--- config.mk ---
export PLATFORM = sky130hd
export DESIGN_NAME = button_request_encoder
export DESIGN_NICKNAME = d
export VERILOG_FILES = /design/src/rtl/button_request_encoder.sv
export SDC_FILE = /design/constraint.sdc
export NUM_CORES = 1
export LEC_CHECK = 0
export ABC_AREA = 1
export CAP_MARGIN = 25
export CELL_PAD_IN_SITES_DETAIL_PLACEMENT = 1
export CELL_PAD_IN_SITES_GLOBAL_PLACEMENT = 1
export CORE_AREA = 2 2 311 190
export CTS_CLUSTER_SIZE = 40
export DETAILED_ROUTE_END_ITERATION = 10
export DIE_AREA = 0 0 313 192
export GPL_TIMING_DRIVEN = 0
export HOLD_SLACK_MARGIN = 0.12
export PLACE_DENSITY = 0.93
export SYNTH_ARGS = -nofsm -noshare
export SYNTH_HDL_FRONTEND = slang
export SYNTH_SLANG_ARGS = --single-unit
--- constraint.sdc ---
create_clock -name clk -period 2 [get_ports clk]
set_input_delay 0.3 -clock clk [delete_from_list [all_inputs] [get_ports clk]]
set_output_delay 0.3 -clock clk [all_outputs]
set_load 0.01 [all_outputs]
--- src/rtl/button_request_encoder.sv ---
// Panel switch front end: synchronise, debounce and edge-detect 30 switches, issue
// one-cycle request pulses, and track each floor request until the controller echoes it.
module button_request_encoder #(
  parameter int unsigned DEBOUNCE_CYCLES = 4,
  parameter int unsigned ACK_TIMEOUT     = 8
) (
  input  logic        clk,
  input  logic        reset,
  input  logic [11:0] rawRealFloorButton,
  input  logic [9:1]  rawInternalButton1,
  input  logic [9:1]  rawInternalButton2,
  input  logic [11:0] currentRealFloorButton,
  input  logic [9:1]  currentInternalButton1,
  input  logic [9:1]  currentInternalButton2,
  output logic [11:0] newRealFloorButton,
  output logic [9:1]  newInternalButton1,
  output logic [9:1]  newInternalButton2,
  output logic [11:0] lampRealFloorButton,
  output logic [9:1]  lampInternalButton1,
  output logic [9:1]  lampInternalButton2
);

  localparam int unsigned NCH = 30;
  localparam int unsigned CW  = 8;
  localparam logic [CW-1:0] DB_LAST = CW'(DEBOUNCE_CYCLES - 1);
  localparam logic [CW-1:0] TO_LAST = CW'(ACK_TIMEOUT - 1);
  // Channel order: hall [11:0], car1 [9:1] -> 20:12, car2 [9:1] -> 29:21.
  // Door open/close buttons of both cars are untracked channels.
  localparam logic [NCH-1:0] DOOR_MASK = 30'h3018_0000;

  logic [NCH-1:0] raw, cur;
  logic [NCH-1:0] s1, s2, stable, pending, pulse;
  logic [CW-1:0]  cnt   [NCH];
  logic [CW-1:0]  timer [NCH];

  logic [NCH-1:0] flip_c, press_c;
  logic [NCH-1:0] stable_n, pending_n, pulse_n;
  logic [CW-1:0]  cnt_n   [NCH];
  logic [CW-1:0]  timer_n [NCH];

  assign raw = {rawInternalButton2, rawInternalButton1, rawRealFloorButton};
  assign cur = {currentInternalButton2, currentInternalButton1, currentRealFloorButton};

  // A press is the edge on which the debounced state flips from 0 to 1.
  always_comb begin
    flip_c  = '0;
    press_c = '0;
    for (int i = 0; i < NCH; i++) begin
      flip_c[i]  = (s2[i] != stable[i]) && (cnt[i] == DB_LAST);
      press_c[i] = flip_c[i] && s2[i];
    end
  end

  // Per-channel debounce, pulse generation and pending/ack tracking.
  always_comb begin
    stable_n  = stable;
    pending_n = pending;
    pulse_n   = '0;
    for (int i = 0; i < NCH; i++) begin
      cnt_n[i]   = '0;
      timer_n[i] = timer[i];
    end
    for (int i = 0; i < NCH; i++) begin
      if (s2[i] != stable[i]) begin
        if (flip_c[i]) stable_n[i] = s2[i];
        else           cnt_n[i]    = cnt[i] + CW'(1);
      end

      if (DOOR_MASK[i]) begin
        pulse_n[i] = press_c[i];
      end else if (pending[i]) begin
        // Ack takes priority over timeout; a press while pending is absorbed.
        if (cur[i]) begin
          pending_n[i] = 1'b0;
          timer_n[i]   = '0;
        end else if (timer[i] == TO_LAST) begin
          timer_n[i] = '0;
          if (stable[i]) pulse_n[i]   = 1'b1;
          else           pending_n[i] = 1'b0;
        end else begin
          timer_n[i] = timer[i] + CW'(1);
        end
      end else if (press_c[i] && !cur[i]) begin
        pulse_n[i]   = 1'b1;
        pending_n[i] = 1'b1;
        timer_n[i]   = '0;
      end
    end
  end

  always_ff @(posedge clk) begin
    if (!reset) begin
      s1      <= '0;
      s2      <= '0;
      stable  <= '0;
      pending <= '0;
      pulse   <= '0;
      for (int i = 0; i < NCH; i++) begin
        cnt[i]   <= '0;
        timer[i] <= '0;
      end
    end else begin
      s1      <= raw;
      s2      <= s1;
      stable  <= stable_n;
      pending <= pending_n;
      pulse   <= pulse_n;
      for (int i = 0; i < NCH; i++) begin
        cnt[i]   <= cnt_n[i];
        timer[i] <= timer_n[i];
      end
    end
  end

  logic [NCH-1:0] lamp_c;
  assign lamp_c = ((cur | pending) & ~DOOR_MASK) | (stable & DOOR_MASK);

  assign newRealFloorButton  = pulse[11:0];
  assign newInternalButton1  = pulse[20:12];
  assign newInternalButton2  = pulse[29:21];
  assign lampRealFloorButton = lamp_c[11:0];
  assign lampInternalButton1 = lamp_c[20:12];
  assign lampInternalButton2 = lamp_c[29:21];

endmodule

== After elaboration in Yosys (flattened, before gate mapping) ==
Memories as Yosys holds them, arrays and structs flattened.
Cells that the tools add are included.
Operators by class
  add/subtract/negate cells: 56
  equality and inequality tests: 87
  mux-type cells: 434
  bitwise gates (word level): 62
  reductions and logical operators: 143
Operators with widths (count)
  two-way mux 8 bit: 224
  adder 8 x 1 -> 8 bit, second input constant: 56
  == test 8 x 2 -> 1 bit, second input constant: 30
  two-way mux 1 bit: 210
  == test 8 x 3 -> 1 bit, second input constant: 26
  logical AND 1 bit: 86
  AND reduction 2 bit: 31
  bitwise OR 1 bit: 60
  inequality test 1 bit: 30
  bitwise OR 28 x 30 -> 30 bit: 1
  bitwise OR 28 bit: 1
  logical NOT 1 bit: 26
  inequality test 0 bit: 1
Word-level totals
  register bits after elaboration: 146
  RAM bits: 480
  bits of input ports: 62
  output and inout port bits: 60
  logic and storage cells: 818
  memories kept: 2
Memories
  cnt: words 30, width 8, read ports 30, clocked after memory_dff 0, write ports 30, RTL line 33  | logic [CW-1:0] cnt [NCH];
  timer: words 30, width 8, read ports 26, clocked after memory_dff 0, write ports 30, RTL line 34  | logic [CW-1:0] timer [NCH];

== Longest topological paths before layout ==
Gate-level depths: netlist of run 1.
An unclocked memory read counts as a cell.
  word-level depth: 8
  gate-level depth with buffers: 8
  mapped depth without buffers: 8

== Worst setup path before layout of run 1 ==
Ideal clock, no wire load.
  path type: register to register
  start point: memory cnt[9][0], in the netlist cnt[0][72]
  end point: memory timer[9][0], in the netlist timer[0][72]
  library setup time: 0.132 ns
  arrival: 1.171 ns
  required time: 1.868 ns
  setup slack: 0.697 ns
  cell stages (with the launch flop): 7
  path buffers: 0
  clock period less this slack: 1.303 ns
  cells stage by stage: dfxtp_1 > ha_1 > nand2_1 > nor2_1 > nand4_2 > nand3_1 > a21oi_1
RTL lines (RTL line)
  start, declared: 33
  end, declared: 34

== Worst setup path in the final report of run 1 ==
  start point: input currentInternalButton1[6] in the netlist's numbering
  end point: output lampInternalButton1[6] in the netlist's numbering
Between the ends
  word-level cells in the longest chain between the ends: 2
Ends and longest elaborated chain
  start, declared: RTL line 13  | input logic [9:1] currentInternalButton1,
  bitwise OR 28 bit: RTL line 116  | assign lamp_c = ((cur | pending) & ~DOOR_MASK) | (stable & DOOR_MASK);
  bitwise OR 28 x 30 -> 30 bit: RTL line 116
  end, declared: RTL line 19  | output logic [9:1] lampInternalButton1,
Every way passes these cells.

==> results of run 1 <==
-- layout make-up --
| type | count | share of cell area [%] |
|---|---|---|
| Timing Repair Buffer | 118 | 3.784 |
| Clock buffer | 79 | 4.965 |
| Tap cell | 770 | 3.029 |
| Buffer | 52 | 0.7789 |
| Inverter | 418 | 4.933 |
| Clock inverter | 17 | 0.5547 |
| Sequential cell | 594 | 37.51 |
| Multi-Input combinational cell | 2689 | 44.43 |
| Antenna cell | 3 | 0.02360 |
-- cell families after synthesis --
| logic type | share of synthesized area [%] |
|---|---|
| and+or+nand+nor | 33.76 |
| AOI/OAI and AO/OA | 8.161 |
| adders and majority gates | 3.689 |
| buffers and inverters | 6.533 |
| DFF | 42.76 |
| xor gates and xnor gates | 5.097 |
-- path summary, 6_finish.rpt --
kind	endpoint	slack (ps)	cells after the start
worst max register to register	timer[0][39]$_SDFFE_PN0P_	270	6
worst min-delay path	s1[18]$_SDFF_PN0_	220	3
worst min register to register	s2[17]$_SDFF_PN0_	410	2
worst max-delay path	lampInternalButton1[6]	50	4
-- per-layer routing --
layer	vias up	routed length [um]	global-route usage, %
met3	189	3534	4.178
met2	514	39980	47.71
li1	12710	-	-
met5	-	0	0
met1	12750	38630	35.68
met4	0	2746	9.937
-- what timing repair did --
item | in CTS | in global routing
setup buffers | 0 | 0
hold buffers | 0 | 0
resized for setup | 42 | 11
setup endpoints to repair | 26 | 9
-- critical path, cell delays in order --
cell,delay (ps)
clkdlybuf4s50_1,630
nor2_1,110
inv_1,80
clkdlybuf4s50_1,530
-- state kept, by name (all words and copies together), names as in the netlist --
| register | flops |
|---|---|
| s1 | 30 |
| pulse | 30 |
| timer | 208 |
| stable | 30 |
| s2 | 30 |
| cnt | 240 |
| pending | 26 |
-- power groups by stage --
stage | logic (uW) | registers, uW | clock network (uW)
after CTS | 739 | 12000 | 10800
after floorplan | 292 | 12200 | 0
final | 742 | 12000 | 10700
after global placement | 706 | 12200 | 0
after global routing | 787 | 12000 | 11300
after detailed placement | 734 | 12200 | 0
-- through the flow --
step	hold WS, ps	TNS [ps]	area (um2)	utilization (%)
final	219.8	0	31810	55.71
after global routing	222.4	0	31800	55.71
after CTS	190.9	0	31770	55.65
after detailed placement	404.4	-21.17	29980	52.51
after global placement	391.5	-461.2	29940	52.43
after floorplan	390.5	0	27810	-
-- synthesized netlist by cell type (6+ instances only) --
library cell	instances	area, um2
dfxtp_1	594	11890
nand2_1	584	2192
nand3_1	583	2918
nor2_1	559	2098
inv_1	391	1468
a21oi_1	332	1662
xor2_1	114	998.5
nand4_1	91	569.3
ha_1	82	1026
o21ai_0	53	265.3
xnor2_1	46	402.9
or2_2	45	281.5
nor3_1	27	135.1
inv_2	26	97.59
nand4_2	24	300.3
buf_2	22	110.1
nor3b_1	22	165.2
nor2_4	21	236.5
nor2_2	20	125.1
clkbuf_1	19	71.32
a31o_2	13	113.9
nand3b_1	12	90.09
o21bai_1	10	75.07
a21o_1	9	67.56
nand3_2	9	90.09
or2_0	9	56.30
o21ai_1	7	35.03
buf_4	6	45.04
==> summary.txt, run 1 <==
Dpl ws -> -12.50 ps
CTS Buffer Depth -> 3
Layout cells sized above 1 -> 7.941%
P_leak -> 0.01262 uW
Routed wire length -> 84880 um
Tmin final -> 1947 ps
Die H -> 192 um
Placed cell count -> 4641
DP HPWL -> 58210 um
Vias in the first global route -> 27210
CTS Buf Count -> 56
H-Tree Level Count -> 2
Routed Antenna Nets -> 0
P_int -> 17990 uW
Crit path launch -> currentInternalButton1[6]
Worst slew margin -> 27.26%
Fraction of registers with async set/reset -> 0%
Synth Flop Type -> dfxtp_1
Status -> finished clean
Fin. Hold Viols -> 0
Die width -> 313 um
Area growth from synthesis to layout -> 14.37%
Starting Density -> 48.71%
Site Rows -> 68
Root Driver -> clkbuf_16
Worst setup SP type -> primary input
Sequential cell area -> 11930 um2
Worst hold path type -> primary input to flip-flop
Unique masters post-synth -> 43
Clock share of power -> 45.7%
Finish-stage setup viols -> 0
DR vias -> 26160
Mean post-synth cell area -> 7.410 um2
Routed len/inst -> 17.91 um
Synth warn -> 0
Maximum VDD drop -> 753.6 uV
Fmax -> 513.5 MHz
Hold Crit Start -> rawInternalButton1[7]
Highest-count cells in the layout ignoring fill and taps -> 584 x nand2_1, 583 x nand3_1, 570 x dfxtp_1
Clk_lat worst skew -> 610 ps
EDFF count, synth -> 0
RePlAce Congestion -> 0.8628
Comb pwr share -> 3.2%
Most common cell after layout, fill and taps aside -> nand2_1
Worst EP arrival -> 1650 ps
Final total power -> 23370 uW
Synth Register Bits -> 594
Final Skew -> 12.34 ps
First-pass GRT wire length -> 138400 um
Worst-path clk slew -> 60 ps
Grt ovf -> 0
Overall Global Routing Usage -> 27.82%
Register area share after synthesis -> 42.76%
Die area -> 60100 um2
Worst-Margin Slew -> 1091 ps
Max Cap Violations -> 0
Sequential power share -> 51.2%
DRC -> 0
Syn Inst Count -> 3753
Required time worst endpoint -> 1700 ps
CTS tree -> yes
Type of destination of the critical path -> output pin
CTS Sinks -> 594
Power Density -> 734.9 nW/um2
Max Transition Viols Final -> 0
Via density -> 5.519
Initial antenna violation count -> 3
Final WS setup -> 52.56 ps
Non-Filler Instances -> 4740
Layout Nets -> 4073
I/O Buffers -> 116
DR iter-0 viols -> 1792
Core area -> 57090 um2
Critical path fanouts, max -> 3
I/O pin count -> 122
Net switching power -> 5384 uW
Mapped cell area -> 27810 um2
RSZ-0062 raised after global routing -> no
Setup CP Type -> primary input to output pin
R2r startpoint -> cnt[0][32]$_SDFF_PP0_
Mapped Nets -> 3897
Multi-input gate area -> 14130 um2
Sw Share -> 23.04%
Pin count of the biggest net entering global routing -> 16
Fin crit share -> 97.37%
First-pass iteration count of the detailed router -> 7
Fillers -> 7218
Power figures use the tool's default switching activity.
==> run 2: changes to the inputs <==
- CTS_CLUSTER_SIZE: 40 -> 16
==> results of run 2 <==
Same layout as run 1: the final DEF is identical, and so are final timing and power.
